**config.mk**
```make
export PLATFORM = sky130hd
export DESIGN_NAME = paced_cipher_ctrl
export DESIGN_NICKNAME = d
export VERILOG_FILES = /design/src/rtl/paced_cipher_ctrl.sv
export SDC_FILE = /design/constraint.sdc
export NUM_CORES = 1
export LEC_CHECK = 0
export CORE_AREA = 2 2 201 203
export CTS_BUF_LIST = sky130_fd_sc_hd__clkbuf_2 sky130_fd_sc_hd__clkbuf_4 sky130_fd_sc_hd__clkbuf_8
export CTS_CLUSTER_SIZE = 20
export DETAILED_ROUTE_END_ITERATION = 10
export DIE_AREA = 0 0 203 205
export HOLD_SLACK_MARGIN = 0.02
export SYNTH_ARGS = -nofsm -noshare
export SYNTH_HDL_FRONTEND = slang
export SYNTH_SLANG_ARGS = --single-unit
```
**constraint.sdc**
```tcl
create_clock -name clk -period 2.1 [get_ports clk]
set_clock_uncertainty 0.15 [all_clocks]
set_input_delay 0.525 -clock clk [delete_from_list [all_inputs] [get_ports clk]]
set_output_delay 0.525 -clock clk [all_outputs]
set_load 0.05 [all_outputs]
```
**src/rtl/paced_cipher_ctrl.sv**
```systemverilog
// Paces an iterative block-cipher core with a one-cycle step strobe every DIV clocks,
// with valid/ready on both sides. Optional result cross-check: PACER_CHECK_EN.
module paced_cipher_ctrl #(
    parameter int unsigned BLOCK_W = 64,
    parameter int unsigned KEY_W   = 128,
    parameter int unsigned DIV     = 10,
    parameter int unsigned ROUNDS  = 9
) (
    input  logic               clk,
    input  logic               rst_n,
    input  logic               ena,
    input  logic               in_valid,
    output logic               in_ready,
    input  logic [BLOCK_W-1:0] in_block,
    input  logic [KEY_W-1:0]   in_key,
    input  logic               in_mode,
    output logic               core_step,
    output logic               core_load,
    output logic [BLOCK_W-1:0] core_block,
    output logic [KEY_W-1:0]   core_key,
    output logic               core_mode,
    input  logic [BLOCK_W-1:0] core_result,
    output logic               out_valid,
    input  logic               out_ready,
    output logic [BLOCK_W-1:0] out_block,
`ifdef PACER_CHECK_EN
    input  logic [BLOCK_W-1:0] ref_result,
    output logic               mismatch,
    output logic [7:0]         err_cnt,
`endif
    output logic               busy
);

    localparam int unsigned DIV_W  = $clog2(DIV);
    localparam int unsigned STEP_W = $clog2(ROUNDS + 1);
    localparam logic [DIV_W-1:0]  DIV_LAST  = DIV_W'(DIV - 1);
    localparam logic [STEP_W-1:0] STEP_LAST = STEP_W'(ROUNDS - 1);

    typedef enum logic [1:0] {
        ST_IDLE,
        ST_RUN,
        ST_WAIT,
        ST_DONE
    } state_t;

    state_t              state_q;
    state_t              state_d;
    logic [DIV_W-1:0]    div_cnt;
    logic [STEP_W-1:0]   step_cnt;
    logic                accept;
    logic                strobe;
    logic                last_strobe;
    logic                capture;
    logic                out_hs;

    // rst_n gates in_ready so nothing is offered while reset is held
    assign in_ready    = ena & rst_n & (state_q == ST_IDLE);
    assign accept      = in_ready & in_valid;
    assign strobe      = ena & (state_q == ST_RUN) & (div_cnt == DIV_LAST);
    assign last_strobe = strobe & (step_cnt == STEP_LAST);
    assign capture     = ena & (state_q == ST_WAIT);
    assign out_hs      = ena & (state_q == ST_DONE) & out_valid & out_ready;

    assign core_step   = strobe;
    assign core_load   = strobe & (step_cnt == '0);
    assign busy        = (state_q != ST_IDLE);

    // State register
    always_ff @(posedge clk or negedge rst_n) begin
        if (!rst_n) begin
            state_q <= ST_IDLE;
        end else begin
            state_q <= state_d;
        end
    end

    // Next-state logic
    always_comb begin
        state_d = state_q;
        case (state_q)
            ST_IDLE: if (accept)      state_d = ST_RUN;
            ST_RUN:  if (last_strobe) state_d = ST_WAIT;
            ST_WAIT: if (ena)         state_d = ST_DONE;
            ST_DONE: if (out_hs)      state_d = ST_IDLE;
            default:                  state_d = ST_IDLE;
        endcase
    end

    // Clock divider and step counter; both frozen while ena is low
    always_ff @(posedge clk or negedge rst_n) begin
        if (!rst_n) begin
            div_cnt  <= '0;
            step_cnt <= '0;
        end else if (ena) begin
            if (accept) begin
                div_cnt  <= '0;
                step_cnt <= '0;
            end else if (state_q == ST_RUN) begin
                div_cnt <= (div_cnt == DIV_LAST) ? '0 : div_cnt + DIV_W'(1);
                if (strobe) begin
                    step_cnt <= step_cnt + STEP_W'(1);
                end
            end
        end
    end

    // Core operand registers, held for the whole run
    always_ff @(posedge clk or negedge rst_n) begin
        if (!rst_n) begin
            core_block <= '0;
            core_key   <= '0;
            core_mode  <= 1'b0;
        end else if (accept) begin
            core_block <= in_block;
            core_key   <= in_key;
            core_mode  <= in_mode;
        end
    end

    // Result capture and output handshake
    always_ff @(posedge clk or negedge rst_n) begin
        if (!rst_n) begin
            out_valid <= 1'b0;
            out_block <= '0;
        end else if (capture) begin
            out_valid <= 1'b1;
            out_block <= core_result;
        end else if (out_hs) begin
            out_valid <= 1'b0;
        end
    end

`ifdef PACER_CHECK_EN
    // Sticky compare against the reference, counted with saturation
    always_ff @(posedge clk or negedge rst_n) begin
        if (!rst_n) begin
            mismatch <= 1'b0;
            err_cnt  <= '0;
        end else if (capture && (ref_result != core_result)) begin
            mismatch <= 1'b1;
            if (err_cnt != 8'hFF) begin
                err_cnt <= err_cnt + 8'd1;
            end
        end
    end
`endif

endmodule

```
# Word level (Yosys, flattened, before mapping)
# Index checks and enable logic that the tools add are counted.
dict set report word_totals {
  output_inout_bits 262
  wordCells 52
  input_bits 262
  reg_bits 268
}
dict set report classes {
  n_eq_ne 9
  n_bitwise 11
  n_reduce_logical 9
  n_mux 13
  addsub 2
}
# op count
set op_table {}
lappend op_table {{$mux 4} 6}
lappend op_table {{$and 1x1->1} 11}
lappend op_table {{$add 4x1->4 const B} 2}
lappend op_table {{$eq 4x4->1 const B} 2}
lappend op_table {{$mux 2} 4}
lappend op_table {{$ne 2x2->1 const B} 4}
lappend op_table {{$pmux 2 s4} 1}
lappend op_table {{$reduce_bool 2->1} 4}
lappend op_table {{$eq 2x2->1 const B} 2}
lappend op_table {{$logic_not 4->1} 1}
lappend op_table {{$reduce_and 4->1} 1}
lappend op_table {{$reduce_and 3->1} 1}
lappend op_table {{$eq 2x1->1 const B} 1}
lappend op_table {{$logic_not 2->1} 1}
lappend op_table {{$mux 1} 2}
lappend op_table {{$reduce_and 2->1} 1}

# Logic depth before layout (Yosys ltp)
# Gate-level depths: netlist (run 1).
dict set report depth {
  depth_word 6
  ltp_mapped 8
  depth_no_buf 6
}

# Least setup slack after synthesis (run 1)
# OpenSTA, ideal clock, no wires.
dict set report synth_path {
  path_type {input -> output}
  startpoint {input port ena}
  endpoint {output port core_load}
  path_stages 4
  n_path_buf 1
  setup_slack_ns -0.714
  required_ns 1.425
  t_arrival_ns 2.139
  cell_sequence {buf_4 > nand2_1 > nor2_1 > and4bb_2}
}
dict set report synth_between {
  elab_chain_len 3
}
# element line
set synth_lines {}
lappend synth_lines {{start: declaration} 11} ;# input logic ena,
lappend synth_lines {{$and 1x1->1 (2 in a row)} 59} ;# assign strobe = ena & (state_q == ST_RUN) & (div_cnt == DIV_LAST);
lappend synth_lines {{net core_step} 17} ;# output logic core_step,
lappend synth_lines {{$and 1x1->1} 65} ;# assign core_load = strobe & (step_cnt == '0);
lappend synth_lines {{end: declaration} 18} ;# output logic core_load,
# The timed path passes the listed nets, and every way through them passes these cells.

# Worst setup path after layout (run 1)
dict set report layout_path {
  startpoint {register div_cnt[1]}
  endpoint {output port core_load}
}
dict set report layout_between {
  elab_chain_len 3
}
# element line
set layout_lines {}
lappend layout_lines {{start: declaration} 48} ;# logic [DIV_W-1:0] div_cnt;
lappend layout_lines {{start signal: assignment} 99} ;# div_cnt <= (div_cnt == DIV_LAST) ? '0 : div_cnt + DIV_W'(1);
lappend layout_lines {{$eq 4x4->1} 59}
lappend layout_lines {{$and 1x1->1} 59}
lappend layout_lines {{$and 1x1->1} 65}
# No other way between the ends.

==> results summary, run 1 <==
The flow ran to the end, but the final reports show violations. The checks that failed: setup timing. By area the synthesized netlist is led by sky130_fd_sc_hd__dfrtp_1, sky130_fd_sc_hd__nand2_1, sky130_fd_sc_hd__mux2_2.

STA classifies the critical path endpoint as an output pin. The starting density of the core came out at 0.262. The antenna violation net count after detailed routing is 0. In this run, synthesis inferred 0 flip-flops with an integrated enable. Sorting the synthesized cells by how often they occur yields sky130_fd_sc_hd__nand2_1, sky130_fd_sc_hd__dfrtp_1, sky130_fd_sc_hd__mux2_2, sky130_fd_sc_hd__buf_4, sky130_fd_sc_hd__buf_2.

The sequential share of the synthesized area came out at 0.649. The via count of the routed design is 9186. The number of antenna violations at the first check in global routing is 1.

The synthesized netlist occupies a cell area of approximately 0.010 mm^2. Entering global routing, the biggest net connects about 140 pins. The final routed wirelength across all metal layers is 37.2 mm. Power spread over the standard cell area amounts to 1550 mW/mm^2. The row count came out at 73. The hold violation total from the final report came to 0. Setup total negative slack on the finished layout was measured at -2.40 ns.

The count of final max-slew check failures is 0. During I/O placement, the number of pins put on the boundary was between 500 and 600. The number of global-route vias before repair is between 9000 and 10000.

Counting distinct cell types in the post-synthesis netlist gives 26. The aggregate global-route resource usage is 0.163. The growth of design area from synthesis to finish is 71.5%.

The nature of the critical path startpoint is a flip-flop. After layout, the minimum clock period comes to ~2.5 ns. The floorplan step set the die width to roughly 200 um. The DRC violations left is 0. The placer congestion estimate came out at 0.775. The data required time of the critical path is between 1 and 1.5 ns. The count of endpoints failing setup in the final report is 80. The fmax came out at 395 MHz. The summed area of non-filler cells in the final layout is 0.0177 mm^2. The finished layout holds 2192 standard cells, fillers aside. Detailed placement ended at an HPWL of 25.1 mm. The number of port buffers is around 520.

The maximum level of the CTS H-tree is 2. Of all nets on the critical path, the largest fanout is 2. The internal power consumption is approximately 15 mW. The number of buffer and inverter instances along the worst setup path is 2. The largest stage delay on the critical path came out at around 0.38 ns. The tool flagged a number of max-cap violations equal to 0. The area inside the core boundary came out at 0.0394 mm^2. The average cell area after synthesis came out at roughly 10 um^2. The clock latency on the worst-skew pair came out at around 0.6 ns. At the placement stage, the worst setup path has a slack of -0.357 ns. Of the cells placed in the final design, the portion with a size suffix greater than 1 is 0.330. The category of the most critical setup path is reg2out. The first-iteration detailed-routing DRC count is 393. The largest total area in the synthesized netlist belongs to sky130_fd_sc_hd__dfrtp_1. The number of vias per cell after detailed routing came out at approximately 4.2. The worst endpoint data arrival time came out at 1.86 ns. The full die area is roughly 0.042 mm^2. The maximum resistive drop on vdd is roughly 970 uV. The signal on the critical path passes through inv_1 > ha_1 > nand3b_1 > nor2_4 > and4bb_4 > buf_12.

Counting tap cells, the placed design contains a total of a little over 2000 instances. The first-pass GRT wire length is between 50 and 60 mm. The transition time at the pin with the least slew margin came out at 0.788 ns. The sink count of the clock tree came out at approximately 270.

The worst slew slack as a fraction of its limit came out at 0.474. The root buffer cell is sky130_fd_sc_hd__clkbuf_8. The path class of the tightest hold or removal check is in2async. Among all cell types in the netlist, the one instantiated most often is sky130_fd_sc_hd__nand2_1. The height of the chip came out at just over 200 um. The combinational fraction of design power is 0.512. The total net switching power came out at about 13 mW.

The clock passes through at most 3 buffers. The switching part of the total power came out at 0.467. The most used flip-flop cell after synthesis is sky130_fd_sc_hd__dfrtp_1. The final period utilization is 1.21. Dividing the detail-routed wire length by the instance count gives approximately 17 um. The synthesized flop and latch total is ~270.

The detailed-routing iteration count for the pre-antenna-repair pass came out at 4. The synthesized net count is 1295. The reg-to-reg startpoint is state_q[0]. Setup repair after global routing could not meet its margin everywhere. For this design, the slowest cell found on the critical path is sky130_fd_sc_hd__dfrtp_1. The part of the total power dissipated in sequential elements came out at 0.300.

The most critical setup path has its startpoint at div_cnt[1]. The number of warnings printed during yosys synthesis came out at 0. The number of buffers created by CTS is 48.

The async set-reset flop share out of synthesis is 1.00. Clock-pin slew was measured on the worst setup and hold paths at around 0.06 ns. The leakage power is 9.10 nW. TritonCTS built the clock tree. The synthesized instance count is 1025. After the last flow step, the layout net total stands at between 1500 and 2000. On the critical path the largest part of the delay comes from simple AND/OR/NAND/NOR gates. The worst-case setup margin in the final layout is -0.434 ns.

The area share of the largest cell type after synthesis is 0.649. The clock power share is 0.188. The residual overflow from global routing came out at 0. Once placement finished, the instance area stood at between 0.015 and 0.02 mm^2.
[what timing repair did]
action / 4_1_cts / 5_1_grt
setup endpoints to repair: 4 / 137
pin swaps: 1 / 14
gates resized for setup: 11 / 62
buffers inserted: 11 / 8
hold buffers: 1 / 0
gates cloned: 0 / 16
hold endpoints to repair: 268 / 0
[cells by family after synthesis]
family,Yosys count,share of synthesized area
muxes,66,0.0718
AOI/OAI and AO/OA,7,0.00375
buffers and inverters,57,0.0332
xor gates and xnor gates,4,0.00339
adders and majority gates,8,0.00969
DFF,268,0.649
and+or+nand+nor,615,0.229
[metal layers]
layer  part of all wire  global-route usage  vias to the layer above
li1                   -                   -                     4399
met5                  0                   0                        -
met2               0.48               0.268                      372
met1               0.40               0.194                     4350
met4              0.029              0.0699                        0
met3              0.085              0.0558                       65
[final cells by class]
cell class	instances	area (um^2)
inverter	6	27.5
sequential	268	6710
clock buffer	75	963
antenna	1	2.50
tap	525	657
clock inverter	11	57.6
fill	3748	21600
timing repair buffer	604	5810
multi-input combinational	702	3490
[power by group through the flow]
stage               clock network (mW)  logic, mW  registers (mW)
floorplan                            0       2.38            14.7
global placement                     0       13.6            8.23
detailed placement                   0       13.7            8.31
finish                            5.17       14.0            8.23
global route                      5.62       14.7            8.49
CTS                               5.37       13.9            8.25
[cell usage in the layout, fill, tap and decap left out, drive strengths merged]
cell,netlist,layout
clkinvlp,0,1
and4bb,1,1
and3,1,1
nand2,587,589
nor3,5,5
o21ai,1,1
and2,2,2
xnor2,2,2
clkbuf,2,87
dfrtp,268,268
o2111ai,1,1
inv,6,6
dlygate4sd3,0,1
buf,49,331
nand3,5,5
diode,0,1
a21oi,5,5
xor2,2,2
ha,8,8
nand3b,1,1
clkdlybuf4s50,0,260
mux2i,1,1
nand4,1,1
mux2,65,65
nand4b,1,1
clkinv,0,10
and3b,1,1
nor2,10,10
[worst paths after layout]
path | end | slack [ns] | cells after the start
setup / recovery | core_load | -0.43 | 6
hold / removal | core_block[3] | 0.26 | 2
setup reg to reg | core_key[20] | -0.04 | 12
hold reg to reg | core_key[49] | 0.32 | 2
max in group asynchronous | core_block[52] | 0.43 | 3
min in group clk | core_key[63] | 0.31 | 3
[per-stage QoR]
step	hold WS, ns	power [mW]	util
floorplan	0.0794	17.0	-
global placement	0.176	21.9	0.405
detailed placement	0.176	22.0	0.405
CTS	0.209	27.5	0.434
global route	0.231	28.8	0.450
finish	0.259	27.4	0.450
[flip-flops by register name, summed over array words and instances (netlist names)]
| name | count |
|---|---|
| core_mode | 1 |
| div_cnt | 4 |
| step_cnt | 4 |
| state_q | 2 |
| out_block | 64 |
| core_key | 128 |
| out_valid | 1 |
| core_block | 64 |
Note: power is estimated with default switching activity, not from simulation.
==> inputs of run 2 (changes only) <==
CAP_MARGIN = 30   (was default)
GPL_ROUTABILITY_DRIVEN = 0   (was default)
==> results of run 2 <==
The final DEF is identical to that of run 1; final timing and power are the same.
==> inputs of run 3 (changes only) <==
HOLD_SLACK_MARGIN = 0.12   (was 0.02)
clock period = 2.35 ns   (was 2.1 ns; I/O delays follow)
==> run 3 against run 2 <==
The run still ends with setup timing left. Combinational power is 16% lower. Routed wire length is 7.4% lower. Largest cell class unchanged. Highest routed layer unchanged. Critical path depth stayed put.
==> results summary, run 3 (synthesis results as in run 1) <==
The maximum resistive drop on vdd was 607 uV (was 973 uV). The capturing point of the worst reg2reg path is out_block[19] (was core_key[20]). The area inside the core boundary came to 0.0394 mm^2 (unchanged). The CTS tree was built (unchanged). The row count is 73 (unchanged).

Ordered cell list for the critical path: inv_1 > ha_1 > nand3b_1 > nor2_4 > and4bb_4 > buf_12 (unchanged). Run status: complete, but fails checks (unchanged). The maximum level of the CTS H-tree is 2 (unchanged).

The startpoint of the worst setup timing path is div_cnt[1] (unchanged). The critical path endpoint category is an output pin (unchanged). Violations in the final reports: setup timing (unchanged). The number of buffer and inverter instances along the worst setup path came out at 2 (unchanged). The number of port buffers came out at 523 (unchanged).

The detailed-routing iteration count for the pre-antenna-repair pass came out at 6 (was 4). The count of filler cells inserted in the layout came out at 3880 (was 3748). The worst hold path terminates at core_block[39]. The power per cell area came out at 1350 mW/mm^2 (was 1550 mW/mm^2).

The kind of path behind the tightest hold check is reg2reg (was in2async). The final critical-path required period came out at ~2.6 ns. The root buffer cell is sky130_fd_sc_hd__clkbuf_8 (unchanged).

The clock latency on the worst-skew pair is 0.62 ns (was 0.59 ns). Highest-count cells in the layout ignoring fill and taps: sky130_fd_sc_hd__nand2_1, sky130_fd_sc_hd__dfrtp_1, sky130_fd_sc_hd__clkdlybuf4s50_1 (was sky130_fd_sc_hd__nand2_1, sky130_fd_sc_hd__buf_4, sky130_fd_sc_hd__dfrtp_1). The width of the die is 203 um (unchanged). The data required time of the critical path was 1.61 ns (was 1.42 ns). The clock transition at the registers of the reported paths is 0.06 ns (about the same). The aggregate global-route resource usage is 0.162 (was 0.163). The fmax came out at between 300 and 400 MHz.

The worst hold path begins at core_block[39]. The average wire per cell in the routed design is 15.8 um (was 17.0 um). The number of buffers created by CTS is 48 (unchanged). The I/O pin count came to 524 (unchanged). The instance count after placement with tap cells included came out at 2095 (was 2071). The flip-flop count of the largest register after layout is 128 (unchanged). The reg-to-reg startpoint was state_q[0] (unchanged). The summed area of non-filler cells in the final layout is 0.0174 mm^2 (was 0.0177 mm^2).

The largest net degree at the start of global routing was 143 (unchanged). The total power came out at 23.5 mW (was 27.4 mW). The antenna violation net count after detailed routing is 0 (unchanged). The register bank with the most flops is core_key (unchanged). The number of global-route vias before repair is 9610 (was 9480).

The worst reg-to-reg setup slack came out at 0.40 ns (was -0.04 ns). The depth of the most critical reg-to-reg path came out at 7 (was 12). The pre-CTS worst setup slack is -0.0862 ns (was -0.357 ns). The count of endpoints failing setup in the final report is 3 (was 80). The core utilization of the finished layout is 0.443 (was 0.450).

The cell family with the largest share of critical-path delay is simple AND/OR/NAND/NOR gates (unchanged). The commonest non-fill, non-tap cell in the layout was sky130_fd_sc_hd__nand2_1 (unchanged). The library cell contributing the largest single delay on the critical path is sky130_fd_sc_hd__dfrtp_1 (unchanged). The number of cells in the finished layout apart from fillers came out at 2186 (was 2192). The DRC violations left came to 0 (unchanged).

The number of vias per cell after detailed routing is 4.16 (was 4.19). Unrepaired setup endpoints after global routing: yes (unchanged). The worst slew slack as a fraction of its limit is 0.440 (was 0.474). The worst-case setup margin in the final layout is -0.268 ns (was -0.434 ns). The hold violation total from the final report came out at 0 (unchanged). The worst endpoint data arrival time came to 1.88 ns (was 1.86 ns).

The residual overflow from global routing is 0 (unchanged). The placed standard-cell area is 0.0166 mm^2 (was 0.0160 mm^2). The post-route setup TNS is -0.558 ns (was -2.40 ns).

The share of layout cells above drive strength 1 is 0.166 (was 0.330). The final period utilization came out at 1.11. The starting density of the core is 0.262 (unchanged). The leakage power is 9.26 nW (was 9.10 nW). Registers with the highest flip-flop counts: core_key x128, core_block x64, out_block x64 (unchanged).

The growth of design area from synthesis to finish came out at 68.8% (was 71.5%). The final hold slack came to 0.314 ns (was 0.259 ns). The count of final max-slew check failures was 0 (unchanged). The sink count of the clock tree came out at 268 (unchanged). The critical-path maximum fanout came out at 2 (unchanged). The transition time at the pin with the least slew margin was 0.840 ns (was 0.788 ns). The number of antenna violations at the first check in global routing is 1 (unchanged).

The number of max-cap violations was 0 (unchanged). The final net count came out at 1899 (was 1900). The HPWL after detailed placement is 25.4 mm (was 25.1 mm). The final routed wirelength across all metal layers came out at 34.4 mm (was 37.2 mm). The height of the chip is 205 um (unchanged). The worst-case clock buffer depth is 3 (unchanged). The first-iteration detailed-routing DRC count came out at 376 (was 393).

The largest stage delay on the critical path is 0.39 ns (was 0.38 ns). The via count of the routed design is 9098 (was 9186). The nature of the critical path startpoint is a flip-flop (unchanged). Counting instances, the worst hold path has a depth of 2.

The category of the most critical setup path is reg2out (unchanged). The first-pass GRT wire length came to 53.0 mm (was 52.7 mm). The full die area came to 0.0416 mm^2 (unchanged).
-- run 3: changes by cell type in the layout (fill, tap and decap cells not counted), sizes merged --
| cell | change |
|---|---|
| clkdlybuf4s15 | +2 |
| clkinvlp | +1 |
| clkinv | -7 |
| inv | +1 |
| dlygate4sd2 | +224 |
| clkbuf | -12 |
| nand2 | -2 |
| buf | -213 |
-- run 3: worst register-to-register path: stages, from the launching register on --
cell                      delay (ns)
sky130_fd_sc_hd__dfrtp_1        0.44
sky130_fd_sc_hd__inv_2          0.08
sky130_fd_sc_hd__buf_4          0.14
sky130_fd_sc_hd__ha_1           0.22
sky130_fd_sc_hd__nand2_2        0.09
sky130_fd_sc_hd__buf_12         0.16
sky130_fd_sc_hd__buf_12         0.18
sky130_fd_sc_hd__mux2_2         0.35
-- run 3: layout make-up --
type | count | area, um^2 | share of cell area
Inverter | 6 | 25.0 | 0.00144
Clock inverter | 6 | 38.8 | 0.00223
Antenna cell | 1 | 2.50 | 0.000144
Clock buffer | 75 | 932 | 0.0535
Timing Repair Buffer | 605 | 5740 | 0.329
Tap cell | 525 | 657 | 0.0377
Multi-Input combinational cell | 700 | 3330 | 0.191
Sequential cell | 268 | 6710 | 0.385
-- run 3: metal layers --
layer / up-vias / GRT usage / part of all wire
met3: 60 / 0.0643 / 0.096
li1: 4401 / - / -
met1: 4258 / 0.187 / 0.39
met5: - / 0 / 0
met2: 379 / 0.270 / 0.48
met4: 0 / 0.0665 / 0.032
-- run 3: repair_timing --
| item | 4_1_cts | 5_1_grt |
|---|---|---|
| endpoints found under the setup margin | 230 | 6 |
| setup buffers | 8 | 1 |
| resized for setup | 237 | 2 |
| pin swaps | 2 | 1 |
| endpoints found under the hold margin | 268 | 0 |
| hold buffers | 1 | 0 |
-- run 3: power by group --
group          internal (mW)  switching [mW]  total [mW]
registers               6.35           0.867        7.21
clock network           2.50            1.96        4.47
logic                   3.49            8.33        11.8
-- run 3: worst max-delay path by stage --
stage / cells past startpoint / slack, ns / to
4_1_cts: 6 / -0.34 / core_load
2_1_floorplan: 4 / 0.005 / core_load
5_1_grt: 6 / -0.39 / core_load
3_3_place_gp: 5 / -0.09 / core_load
6_report: 6 / -0.27 / core_load
3_5_place_dp: 5 / -0.09 / core_load
